===== config.mk =====
export PLATFORM = sky130hd
export DESIGN_NAME = pll_reset_seq
export DESIGN_NICKNAME = d
export VERILOG_FILES = /design/src/rtl/pll_reset_seq.sv
export SDC_FILE = /design/constraint.sdc
export NUM_CORES = 1
export LEC_CHECK = 0
export ABC_AREA = 1
export CELL_PAD_IN_SITES_DETAIL_PLACEMENT = 1
export CELL_PAD_IN_SITES_GLOBAL_PLACEMENT = 2
export CORE_UTILIZATION = 37
export CTS_CLUSTER_SIZE = 25
export DETAILED_ROUTE_END_ITERATION = 8
export GPL_TIMING_DRIVEN = 0
export HOLD_SLACK_MARGIN = 0.08
export PLACE_DENSITY_LB_ADDON = 0.1
export SYNTH_ARGS = -nofsm -noshare
export SYNTH_HDL_FRONTEND = slang
export SYNTH_SLANG_ARGS = --single-unit

===== constraint.sdc =====
create_clock -name refclk -period 4.8 [get_ports refclk]
set_input_delay 0.96 -clock refclk [delete_from_list [all_inputs] [get_ports refclk]]
set_output_delay 0.96 -clock refclk [all_outputs]
set_load 0.05 [all_outputs]

===== src/rtl/pll_reset_seq.sv =====
// Reset sequencer for the on-chip PLL: hold PLL in reset, let it settle, then
// prove it alive with heartbeat edges before releasing the system reset.
// A heartbeat watchdog in RUN, or a soft request, re-runs the whole sequence.
module pll_reset_seq #(
   parameter int PLL_RST_CYCLES = 240,
   parameter int SETTLE_CYCLES  = 2400,
   parameter int HB_WINDOW      = 64,
   parameter int HB_MIN_EDGES   = 4,
   parameter int CNT_W          = 16
) (
   input  logic       refclk,
   input  logic       rst_n,
   input  logic       soft_req,
   input  logic       pll_hb,
   output logic       pll_reset,
   output logic       sys_rst_n,
   output logic       ready,
   output logic [2:0] state_o,
   output logic [7:0] restart_cnt
);

   // Edge counter saturates at HB_MIN_EDGES; one spare code keeps the add safe.
   localparam int EW = $clog2(HB_MIN_EDGES + 2);

   localparam logic [CNT_W-1:0] HOLD_LAST   = CNT_W'(PLL_RST_CYCLES - 1);
   localparam logic [CNT_W-1:0] SETTLE_LAST = CNT_W'(SETTLE_CYCLES - 1);
   localparam logic [CNT_W-1:0] WIN_LAST    = CNT_W'(HB_WINDOW - 1);
   localparam logic [EW-1:0]    MIN_EDGES   = EW'(HB_MIN_EDGES);

   typedef enum logic [2:0] {
      ST_HOLD   = 3'd0,
      ST_SETTLE = 3'd1,
      ST_CHECK  = 3'd2,
      ST_RUN    = 3'd3,
      ST_FAULT  = 3'd4
   } state_t;

   state_t           state_q, state_d;
   logic [CNT_W-1:0] cnt_q, cnt_d;
   logic [EW-1:0]    edge_cnt_q, edge_cnt_d;
   logic [EW-1:0]    edge_sum;
   logic             hb_s1_q, hb_s1_d;
   logic             hb_s2_q, hb_s2_d;
   logic             hb_s3_q, hb_s3_d;
   logic [7:0]       restart_q, restart_d;
   logic             pll_reset_q, pll_reset_d;
   logic             sys_rst_n_q, sys_rst_n_d;
   logic             ready_q, ready_d;
   logic             hb_edge;
   logic             win_end;
   logic             edges_ok;

   // A heartbeat edge arriving on the window-end cycle still counts for that window.
   assign hb_edge  = hb_s2_q ^ hb_s3_q;
   assign win_end  = (cnt_q == WIN_LAST);
   assign edge_sum = (edge_cnt_q == MIN_EDGES) ? edge_cnt_q : edge_cnt_q + EW'(hb_edge);
   assign edges_ok = (edge_sum >= MIN_EDGES);

   // State register.
   always_ff @(posedge refclk or negedge rst_n) begin
      if (!rst_n) begin
         state_q <= ST_HOLD;
      end else begin
         state_q <= state_d;
      end
   end

   // Next-state: timed phases, heartbeat verdict at window ends, soft request wins.
   always_comb begin
      state_d = state_q;
      case (state_q)
         ST_HOLD:   if (cnt_q == HOLD_LAST) state_d = ST_SETTLE;
         ST_SETTLE: if (cnt_q == SETTLE_LAST) state_d = ST_CHECK;
         ST_CHECK:  if (win_end) state_d = edges_ok ? ST_RUN : ST_FAULT;
         ST_RUN:    if (win_end && !edges_ok) state_d = ST_FAULT;
         ST_FAULT:  state_d = ST_HOLD;
         default:   state_d = ST_FAULT;
      endcase
      if (soft_req) begin
         state_d = ST_HOLD;
      end
   end

   // Outputs are registered from the next state so the PLL reset never glitches.
   // System reset is released one cycle into RUN and dropped on the cycle RUN is left.
   always_comb begin
      pll_reset_d = !(state_d inside {ST_SETTLE, ST_CHECK, ST_RUN});
      sys_rst_n_d = (state_q == ST_RUN) && (state_d == ST_RUN);
      ready_d     = (state_q == ST_RUN) && (state_d == ST_RUN);
   end

   // Datapath next values: synchronizer, cycle counter, edge counter, restart count.
   always_comb begin
      hb_s1_d = pll_hb;
      hb_s2_d = hb_s1_q;
      hb_s3_d = hb_s2_q;

      cnt_d = cnt_q + CNT_W'(1);
      if ((state_d != state_q) || (state_q == ST_RUN && win_end) ||
          (state_q == ST_HOLD && soft_req)) begin
         cnt_d = '0;
      end

      edge_cnt_d = edge_sum;
      if ((state_d != state_q) || (state_q == ST_RUN && win_end)) begin
         edge_cnt_d = '0;
      end

      restart_d = restart_q;
      if (state_d == ST_FAULT && state_q != ST_FAULT && restart_q != 8'hFF) begin
         restart_d = restart_q + 8'd1;
      end
   end

   // Datapath and output registers.
   always_ff @(posedge refclk or negedge rst_n) begin
      if (!rst_n) begin
         cnt_q       <= '0;
         edge_cnt_q  <= '0;
         hb_s1_q     <= 1'b0;
         hb_s2_q     <= 1'b0;
         hb_s3_q     <= 1'b0;
         restart_q   <= 8'd0;
         pll_reset_q <= 1'b1;
         sys_rst_n_q <= 1'b0;
         ready_q     <= 1'b0;
      end else begin
         cnt_q       <= cnt_d;
         edge_cnt_q  <= edge_cnt_d;
         hb_s1_q     <= hb_s1_d;
         hb_s2_q     <= hb_s2_d;
         hb_s3_q     <= hb_s3_d;
         restart_q   <= restart_d;
         pll_reset_q <= pll_reset_d;
         sys_rst_n_q <= sys_rst_n_d;
         ready_q     <= ready_d;
      end
   end

   assign pll_reset   = pll_reset_q;
   assign sys_rst_n   = sys_rst_n_q;
   assign ready       = ready_q;
   assign state_o     = state_q;
   assign restart_cnt = restart_q;

endmodule


==> metrics.md <==
| Metric | Value |
|---|---|
| Sequential area share after synthesis | 45.4% |
| Filler cell count | 616 |
| Cell Pwr Density | 239 nW/µm² |
| Maximum clock rate | 0.382 GHz |
| GP Congestion | 0.717 |
| Ys flop type | dfrtp_1 |
| Dominant cells by area after synthesis | dfrtp_1 (44%), nand2_1 (8.9%), nor2_4 (8.2%), inv_1 (6.6%), nor2_1 (5.0%) |
| Vias in the first global route | 1466 |
| Util after Layout | 46.6% |
| Synth-to-layout area growth | 17.6% |
| Synthesized cell area | 1930 µm² |
| # rows | 25 |
| Status | complete, no violations |
| Max_cap viols | 0 |
| Endpoints failing setup | 0 |
| Clock Path Buffers | 2 |
| Via density | 4.54 |
| Syn_nets | 231 |
| Share of cells above drive strength 1 | 15.7% |
| Die Ht | 74.3 µm |
| # Post-CTS Setup Buffers | 0 |
| Async SR Flop Fraction | 100% |
| Cell variety after synth | 21 |
| Crit-path max FO | 8 |
| Chip width | 74.3 µm |
| Top delay family on crit path | buffers and inverters |
| GRT Total Usage | 15.9% |
| Worst path slowest cell | clkdlybuf4s50_1 |
| Worst Skew | 0.00466 ns |
| Hold-fix buffers at CTS | 0 |
| Setup CP Type | reg -> out |
| Setup TNS | 0 ns |
| Worst Setup End Kind | output pin |
| Min cycle time layout | 2.62 ns |
| CP arrival | 1.66 ns |
| CTS Sinks | 35 |
| Via count | 1431 |
| WHS Path Cells | 0 |
| Max incr delay on CP | 0.87 ns |
| Top-count cell post-synth | nand2_1 |
| CTS tree | built |
| Die ar. | 5520 µm² |
| Post-synthesis register bit count | 35 |
| Pre-CTS setup slack | 2.33 ns |
| Initial core utilization | 39.6% |
| Post-CTS sizing | 0 |
| Avg WL per Cell | 11.8 µm |
| # nets final | 255 |
| Final hold slack | 0.372 ns |
| First drt pass iteration count | 4 |
| CP Buf/Inv Count | 1 |
| Post-synth top area cell | dfrtp_1 |
| Initial antenna violation count | 0 |
| LEAKAGE | 1.05 nW |
| Clock Latency Late Sink | 0.28 ns |
| Slew @ Worst Pin | 0.789 ns |
| Commonest cells post-synth | nand2_1 (46), dfrtp_1 (34), inv_1 (34), nor2_1 (26), nand3_1 (17) |
| Synth Warn # | 0 |
| Cells on worst reg2reg path | 15 |
| Share of the synthesized area in the top cell type | 44.0% |
| Clock root buffer | clkbuf_8 |
| Final Max Tran Viols | 0 |
| Grt ovf | 0 |
| I/O pin count | 18 |
| Placeable core area | 4880 µm² |
| Final Hold Fails | 0 |
| Final ANT Viol Nets | 0 |
| Ant diodes | 0 |
| Cells along the critical path | clkdlybuf4s50_1 |
| H-tree levels | 2 |
| Post-Syn Instances | 223 |
| Largest net degree at the start of global routing | 36 |
| Max VDD drop | 0.120 mV |
| RSZ-0062 raised after global routing | false |
| Initial DRC count | 45 |
| First-pass GRT wire length | 6610 µm |
| Req. time, crit path | 3.84 ns |
| Mapped Avg Cell Area | 8.67 µm² |
| Post-DP HPWL | 2770 µm |
| Post-synth EDFFs | 0 |
| CP Launch Type | flop |
| Post-Route WL | 3700 µm |
| Final period util | 54.5% |
| Slew headroom | 47.4% |
| Levels on crit path | 1 |
| Total CTS buffers | 5 |
| Worst hold path class | reg -> reg |
| CTS clk-pin slew, worst paths | 0.07 ns |
| Number of remaining DRC errors | 0 |
| Slack of the critical path | 2.18 ns |
| Port Buffers | 17 |
-- stage by stage --
stage / std cells / power, mW / cell area (µm²)
5_1_grt: 315 / 0.568 / 2270
6_report: 315 / 0.544 / 2270
3_3_place_gp: 307 / 0.328 / 2190
2_1_floorplan: 223 / 0.317 / 1930
4_1_cts: 315 / 0.553 / 2270
3_5_place_dp: 307 / 0.328 / 2180
-- worst paths after layout --
kind | start | endpoint | slack, ns
max in group asynchronous | rst_n | cnt_q[13] | 3.54
min in group asynchronous | rst_n | cnt_q[6] | 0.75
worst min-delay path | hb_s1_q | hb_s2_q | 0.37
worst max register to register | hb_s2_q | cnt_q[8] | 2.40
worst min register to register | hb_s1_q | hb_s2_q | 0.37
worst max-delay path | state_o[2] | state_o[2] | 2.18
-- layout by cell type (no fill, tap or decap), types with 2 or more instances in the layout --
master,instances
nor2_1,26
nor3_1,6
clkbuf_8,6
nor2_4,14
nand3_4,2
inv_1,34
nand4_1,5
ha_1,4
o21ai_0,3
nand2_2,5
nor2_2,5
nand3_1,17
nand2_1,46
xor2_1,9
xnor2_1,7
clkdlybuf4s50_1,16
dfrtp_1,34
-- state kept, by name (all words and copies together) (netlist names) --
signal / count
hb_s1_q: 1
pll_reset: 1
cnt_q: 16
state_o: 3
hb_s3_q: 1
edge_cnt_q: 3
hb_s2_q: 1
restart_cnt: 8
ready: 1
-- cell families after synthesis --
| family | after synthesis | synth area share (%) |
|---|---|---|
| buffers and inverters | 36 | 8.03 |
| and+or+nand+nor | 127 | 35.3 |
| xor gates and xnor gates | 16 | 7.25 |
| adders and majority gates | 4 | 2.59 |
| AOI/OAI and AO/OA | 5 | 1.49 |
| DFF | 35 | 45.4 |
-- metal layers --
metal / vias up / track usage (%) / wire length [µm]
met5: - / 0 / 0
met3: 4 / 4.20 / 116
met4: 0 / 5.03 / 30
met2: 13 / 25.6 / 1770
li1: 732 / - / -
met1: 682 / 21.1 / 1790
-- layout make-up --
type / count / area (µm²) / share of cell area, %
Buffer: 2 / 27.5 / 1.21
Clock buffer: 7 / 86.3 / 3.80
Clock inverter: 1 / 5.00 / 0.220
Inverter: 34 / 128 / 5.61
Multi-Input combinational cell: 152 / 901 / 39.6
Sequential cell: 35 / 877 / 38.6
Tap cell: 67 / 83.8 / 3.69
Timing Repair Buffer: 17 / 165 / 7.26
-- power breakdown --
| group | switching (mW) | internal (mW) |
|---|---|---|
| registers | 0.00248 | 0.298 |
| clock network | 0.107 | 0.116 |
| logic | 0.0144 | 0.00680 |
Note: power is estimated with default switching activity, not from simulation.
